==> config.mk <==
export PLATFORM = sky130hd
export DESIGN_NAME = bw_io_dtl_flps_bank
export DESIGN_NICKNAME = d
export VERILOG_FILES = /design/src/rtl/bw_io_dtl_flps_bank.sv
export SDC_FILE = /design/constraint.sdc
export NUM_CORES = 1
export LEC_CHECK = 0
export ABC_AREA = 1
export BUFFER_PORTS_ARGS = -buffer_cell sky130_fd_sc_hd__buf_4
export CORE_AREA = 2 2 39 41
export CTS_CLUSTER_SIZE = 25
export DETAILED_ROUTE_END_ITERATION = 12
export DIE_AREA = 0 0 41 43
export PLACE_DENSITY = 0.61
export SYNTH_ARGS = -nofsm -noshare
export SYNTH_HDL_FRONTEND = slang
export SYNTH_SLANG_ARGS = --single-unit
==> constraint.sdc <==
create_clock -name clk -period 1.75 [get_ports clk]
set_clock_uncertainty 0.15 [all_clocks]
set_input_delay 0.2625 -clock clk [delete_from_list [all_inputs] [get_ports clk]]
set_output_delay 0.2625 -clock clk [all_outputs]
set_load 0.02 [all_outputs]
==> src/rtl/bw_io_dtl_flps_bank.sv <==
// Scan-flop bank for DTL pad control/data bits: capture flops stitched into a scan chain,
// an optional shadow update stage, a 1-bit scan bypass and a shift-complete pulse.

module bw_io_dtl_flps_cell #(
   parameter bit RV  = 1'b0,
   parameter bit UPD = 1'b1
) (
   input  logic clk,
   input  logic rst,
   input  logic shift,
   input  logic load,
   input  logic upd_ld,
   input  logic sin,
   input  logic d,
   output logic cap,
   output logic q
);

   always_ff @(posedge clk or posedge rst) begin
      if (rst)        cap <= RV;
      else if (shift) cap <= sin;
      else if (load)  cap <= d;
   end

   generate
      if (UPD) begin : g_upd
         logic upd_r;
         always_ff @(posedge clk or posedge rst) begin
            if (rst)         upd_r <= RV;
            else if (upd_ld) upd_r <= cap;
         end
         assign q = upd_r;
      end else begin : g_noupd
         assign q = cap;
      end
   endgenerate

endmodule

module bw_io_dtl_flps_bank #(
   parameter int               WIDTH     = 3,
   parameter bit               UPD_STAGE = 1'b1,
   parameter logic [WIDTH-1:0] RST_VAL   = '0
) (
   input  logic             clk,
   input  logic             rst,
   input  logic [WIDTH-1:0] d,
   input  logic             en,
   input  logic             se,
   input  logic             si,
   input  logic             bypass,
   input  logic             upd,
   output logic [WIDTH-1:0] q,
   output logic             so,
   output logic             shift_done
);

   localparam int            CW   = $clog2(WIDTH);
   localparam logic [CW-1:0] CMAX = CW'(WIDTH - 1);

   logic             shift, load, upd_ld, byp;
   logic [WIDTH-1:0] cap, sin_v;
   logic [CW-1:0]    cnt;

   assign shift  = se & ~bypass;
   assign load   = ~se & en;
   // upd is blocked while shifting so the pads never see a half-shifted chain
   assign upd_ld = upd & ~se;
   assign sin_v  = {cap[WIDTH-2:0], si};

   generate
      for (genvar i = 0; i < WIDTH; i++) begin : g_bit
         bw_io_dtl_flps_cell #(.RV(RST_VAL[i]), .UPD(UPD_STAGE)) u_cell (
            .clk    (clk),
            .rst    (rst),
            .shift  (shift),
            .load   (load),
            .upd_ld (upd_ld),
            .sin    (sin_v[i]),
            .d      (d[i]),
            .cap    (cap[i]),
            .q      (q[i])
         );
      end
   endgenerate

   always_ff @(posedge clk or posedge rst) begin
      if (rst)                byp <= 1'b0;
      else if (se && bypass)  byp <= si;
   end

   assign so = bypass ? byp : cap[WIDTH-1];

   // bypass shifts freeze the count; dropping se discards a partial chain
   always_ff @(posedge clk or posedge rst) begin
      if (rst) begin
         cnt        <= '0;
         shift_done <= 1'b0;
      end else if (shift) begin
         if (cnt == CMAX) begin
            cnt        <= '0;
            shift_done <= 1'b1;
         end else begin
            cnt        <= cnt + 1'b1;
            shift_done <= 1'b0;
         end
      end else begin
         if (!se) cnt <= '0;
         shift_done <= 1'b0;
      end
   end

endmodule

== After elaboration in Yosys (flattened, before gate mapping) ==
Index checks and enable logic that the tools add are counted.
Word-level totals
  flip-flop bits (word level): 10
  input bits: 10
  word-level logic and storage cells: 31
Cells by class
  add/sub/neg operators: 1
  equality and inequality tests: 2
  multiplexer cells: 12
  bitwise gates (word level): 5
  reduce and logical (&&, ||, !) cells: 2
Operators with widths (count)
  two-way mux 1 bit: 9
  two-way mux 2 bit: 3
  bitwise AND 1 bit: 3
  adder 2 x 1 -> 2 bit (second input constant): 1
  == test 2 bit (second input constant): 1
  inequality test 2 x 1 -> 1 bit (second input constant): 1
  NOT 1 bit: 2
  nonzero test 2 bit: 1
  logical AND 1 bit: 1

== Depth between registers and ports, before layout ==
  depth after elaboration: 4
  mapped depth: 5
  mapped depth without buffers: 5

== Cells and area by module ==
Synthesis repeated with hierarchy kept, for this count alone.
Second synthesis, totals
  cell total of the unflattened synthesis: 73
  area total of the unflattened synthesis: 505.5 µm²
By module, submodules not included
  bw_io_dtl_flps_cell: instances 3, cells each 14, area an instance 97.6 µm², sequential area each 50.0 µm²
  bw_io_dtl_flps_bank: instances 1, cells each 31, area an instance 212.7 µm², sequential area each 100.1 µm²

== Worst setup path after synthesis ==
OpenSTA, ideal clock, no wires.
  kind: reg2out
  start point: register g_bit[2].u_cell.cap
  end point: output port so
  data arrival time: 0.840 ns
  slack: 0.498 ns
  cell stages (with the launch flop): 3
  buffers on the path: 0
  path through: dfrtp_1 > inv_1 > o21ai_0
Between the ends
  longest elaborated chain between the ends: 1
RTL lines
  start: declaration: RTL line 15  | output logic cap,
  start signal: assignment: RTL line 21  | else if (shift) cap <= sin;
  two-way mux 1 bit: RTL line 92  | assign so = bypass ? byp : cap[WIDTH-1];
  end: declaration: RTL line 54  | output logic so,
Every way passes these cells.

== Final worst setup path ==
Same ends and word-level chain as after synthesis.

==> run summary <==
Run status: completed
Total Routed Length: 950 um
XOR/XNOR Fraction of Synth Area: 0%
Number of max-cap violations: 0
FF+latch count, synth: 10
Critical Path Start Type: flop
# rows: 14
Sw Share: 27.9%
Worst vdd ir: 0.560 mV
1st-iter DRT viols: 17
# placed instances: 88
RSZ-0062 raised after global routing: no
Reg2Reg Setup Slack: 0.83 ns
Final std cells w/o fill: 93
Later-pin clock latency in the skew report: 0.27 ns
Post-synthesis cell count: 61
Post-Synth Adder-Cell Area: 0%
Clk slew on worst S/H paths: 0.07 ns
Drt pass-1 iters: 4
P_sw: 0.000171 W
Netlist cell types: 8
Most frequent cells in the layout: buf_4 (14), inv_1 (13), nand2_1 (13), nand3_1 (11), dfrtp_1 (10)
Sequential share of the synthesized area: 51.7%
Critical-path cell list: inv_1 -> o21ai_0 -> buf_4
Post-synthesis simple-gate area fraction: 26.4%
Die height: 43 um
Post-synth net total: 71
Drc violations: 0
Core area: 1380 um2
Clock network power share: 34.6%
Synth top area share: 51.7%
Final period util: 82.3%
Reg2Reg Depth: 4
Slowest-stage cell, CP: dfrtp_1
Global-route wire length before repair: 1540 um
Wire per inst: 10.2 um
Most common cell after layout, fill and taps aside: buf_4
Static Leak: 0.358 nW
Area leader, netlist: dfrtp_1
TritonCTS Sinks: 10
Full die area: 1760 um2
Yosys warns: 0
Largest family of logic cells by synthesized area: simple AND/OR/NAND/NOR gates
Syn Area/Cell: 7.94 um2
Initial antenna violation count: 0
Reg area: 250 um2
Pre-CTS setup slack: 0.599 ns
Vias in the first global route: 354
Internal power: 0.000441 W
CTS Buffer Depth: 2
Final Max Slew Viols: 0
Fin crit period: 1.44 ns
Vias per cell: 4.53
Area of the multi-input gates: 163 um2
Power density cells: 967 nW/um2
Sequential power share: 44.8%
Hpwl dp: 700 um
Overflow after GRT: 0
GPL Wtd Cong: 0.783
Area grow syn2layout: 30.7%
Pin count of the biggest net entering global routing: 11
Post-Route Setup TNS: 0 ns
Synth top area cells: dfrtp_1 (52%), nand3_1 (11%), inv_1 (10%)
H-tree Lvls: 1
IO buf count: 14
Max_slew headroom: 74.4%
Vias: 421
WHS Path Cells: 3
Compound-gate portion of the synthesized area: 7.24%
Die X: 41 um
Starting Density: 35.0%
Finish-stage setup viols: 0
Post-route ant nets: 0
I/O pin count: 15
CTS root buf: clkbuf_4
CP Max Fanout: 2
ANT cells: 0
Mapped Area: 484 um2
Crit path DAT: 1.03 ns
Layout cells sized above 1: 27.3%
CTS tree: built
Mux share of post-synthesis cell area: 0%
Final net count: 88
Worst Hold Class: primary input to flop
Critical path capture point type: primary output
GRT Resource Usage Total: 13.8%
Layout fillers: 149
Final Total Pwr: 0.000612 W
Cts bufs inserted: 3
Fin. Hold Viols: 0
Worst path required time: 1.34 ns
FMAX: 694 MHz
Critical setup path kind: flop to primary output
Largest stage delay, worst path: 0.35 ns
Slew @ Worst Pin: 0.383 ns
Combinational power share: 20.6%
Setup ws final: 0.309 ns
Post-CTS Repair Setup Buffers: 0
## path summary, 6_finish.rpt
kind	from	to
max in group asynchronous	rst	g_bit[2].u_cell.q$_DFFE_PP0P_
setup reg to reg	g_bit[1].u_cell.cap$_DFFE_PP0P_	g_bit[2].u_cell.cap$_DFFE_PP0P_
hold reg to reg	cnt[0]$_DFFE_PP0P_	shift_done$_DFF_PP0_
hold / removal	si	byp$_DFFE_PP0P_
setup / recovery	g_bit[2].u_cell.cap$_DFFE_PP0P_	so
min in group asynchronous	rst	shift_done$_DFF_PP0_
## layout make-up
type,instances,area share [%]
multi-input cells,35,25.7
clock buffers,4,5.73
inverters,13,7.71
well taps,16,3.16
flip-flops and latches,10,39.5
repair buffers,15,18.2
## state kept, by name, indices dropped and copies added, names as in the netlist
signal            cells
shift_done            1
cnt                   2
g_bit.u_cell.q        3
g_bit.u_cell.cap      3
byp                   1
## worst max-delay path, delay by kind of cell (launching register included)
kind	cells	cell delay [ns]
flops	1	0.35
compound gates	1	0.18
buf+inv	2	0.23
## routing by layer
metal | vias to the layer above | GRT usage [%] | wire, um
met5 | - | 0 | 0
met4 | 0 | 10.0 | 24
met3 | 4 | 4.71 | 63
met2 | 16 | 16.9 | 405
met1 | 180 | 19.1 | 457
li1 | 221 | - | -
## per-stage QoR
stage / hold slack (ns) / instance area (um2) / util, %
after floorplan: -0.0473 / 484 / -
after global placement: 0.120 / 587 / 42.4
after detailed placement: 0.126 / 587 / 42.4
after CTS: 0.129 / 633 / 45.8
after global routing: 0.160 / 633 / 45.8
final: 0.130 / 633 / 45.8
## timing repair
item	CTS	global route
hold buffers	1	0
endpoints found under the hold margin	10	0
gates resized for setup	0	0
## synth_stat cells (all sizes together)
master	instances
dfrtp	10
buf	3
nand3	11
o21ai	7
nor3	1
inv	13
nand2	16
## logic make-up after synthesis
kind of cell | after synthesis
flops | 10
compound gates | 7
buf+inv | 16
simple gates | 28
## power by group through the flow
stage	clock network (W)	registers [W]	logic (W)
finish	0.000212	0.000274	0.000126
global route	0.000232	0.000277	0.000143
CTS	0.000217	0.000275	0.000128
detailed placement	0	0.000279	0.000125
global placement	0	0.000278	0.000125
floorplan	0	0.000276	0.0000902
No activity file was read; power rests on OpenSTA's default activity.
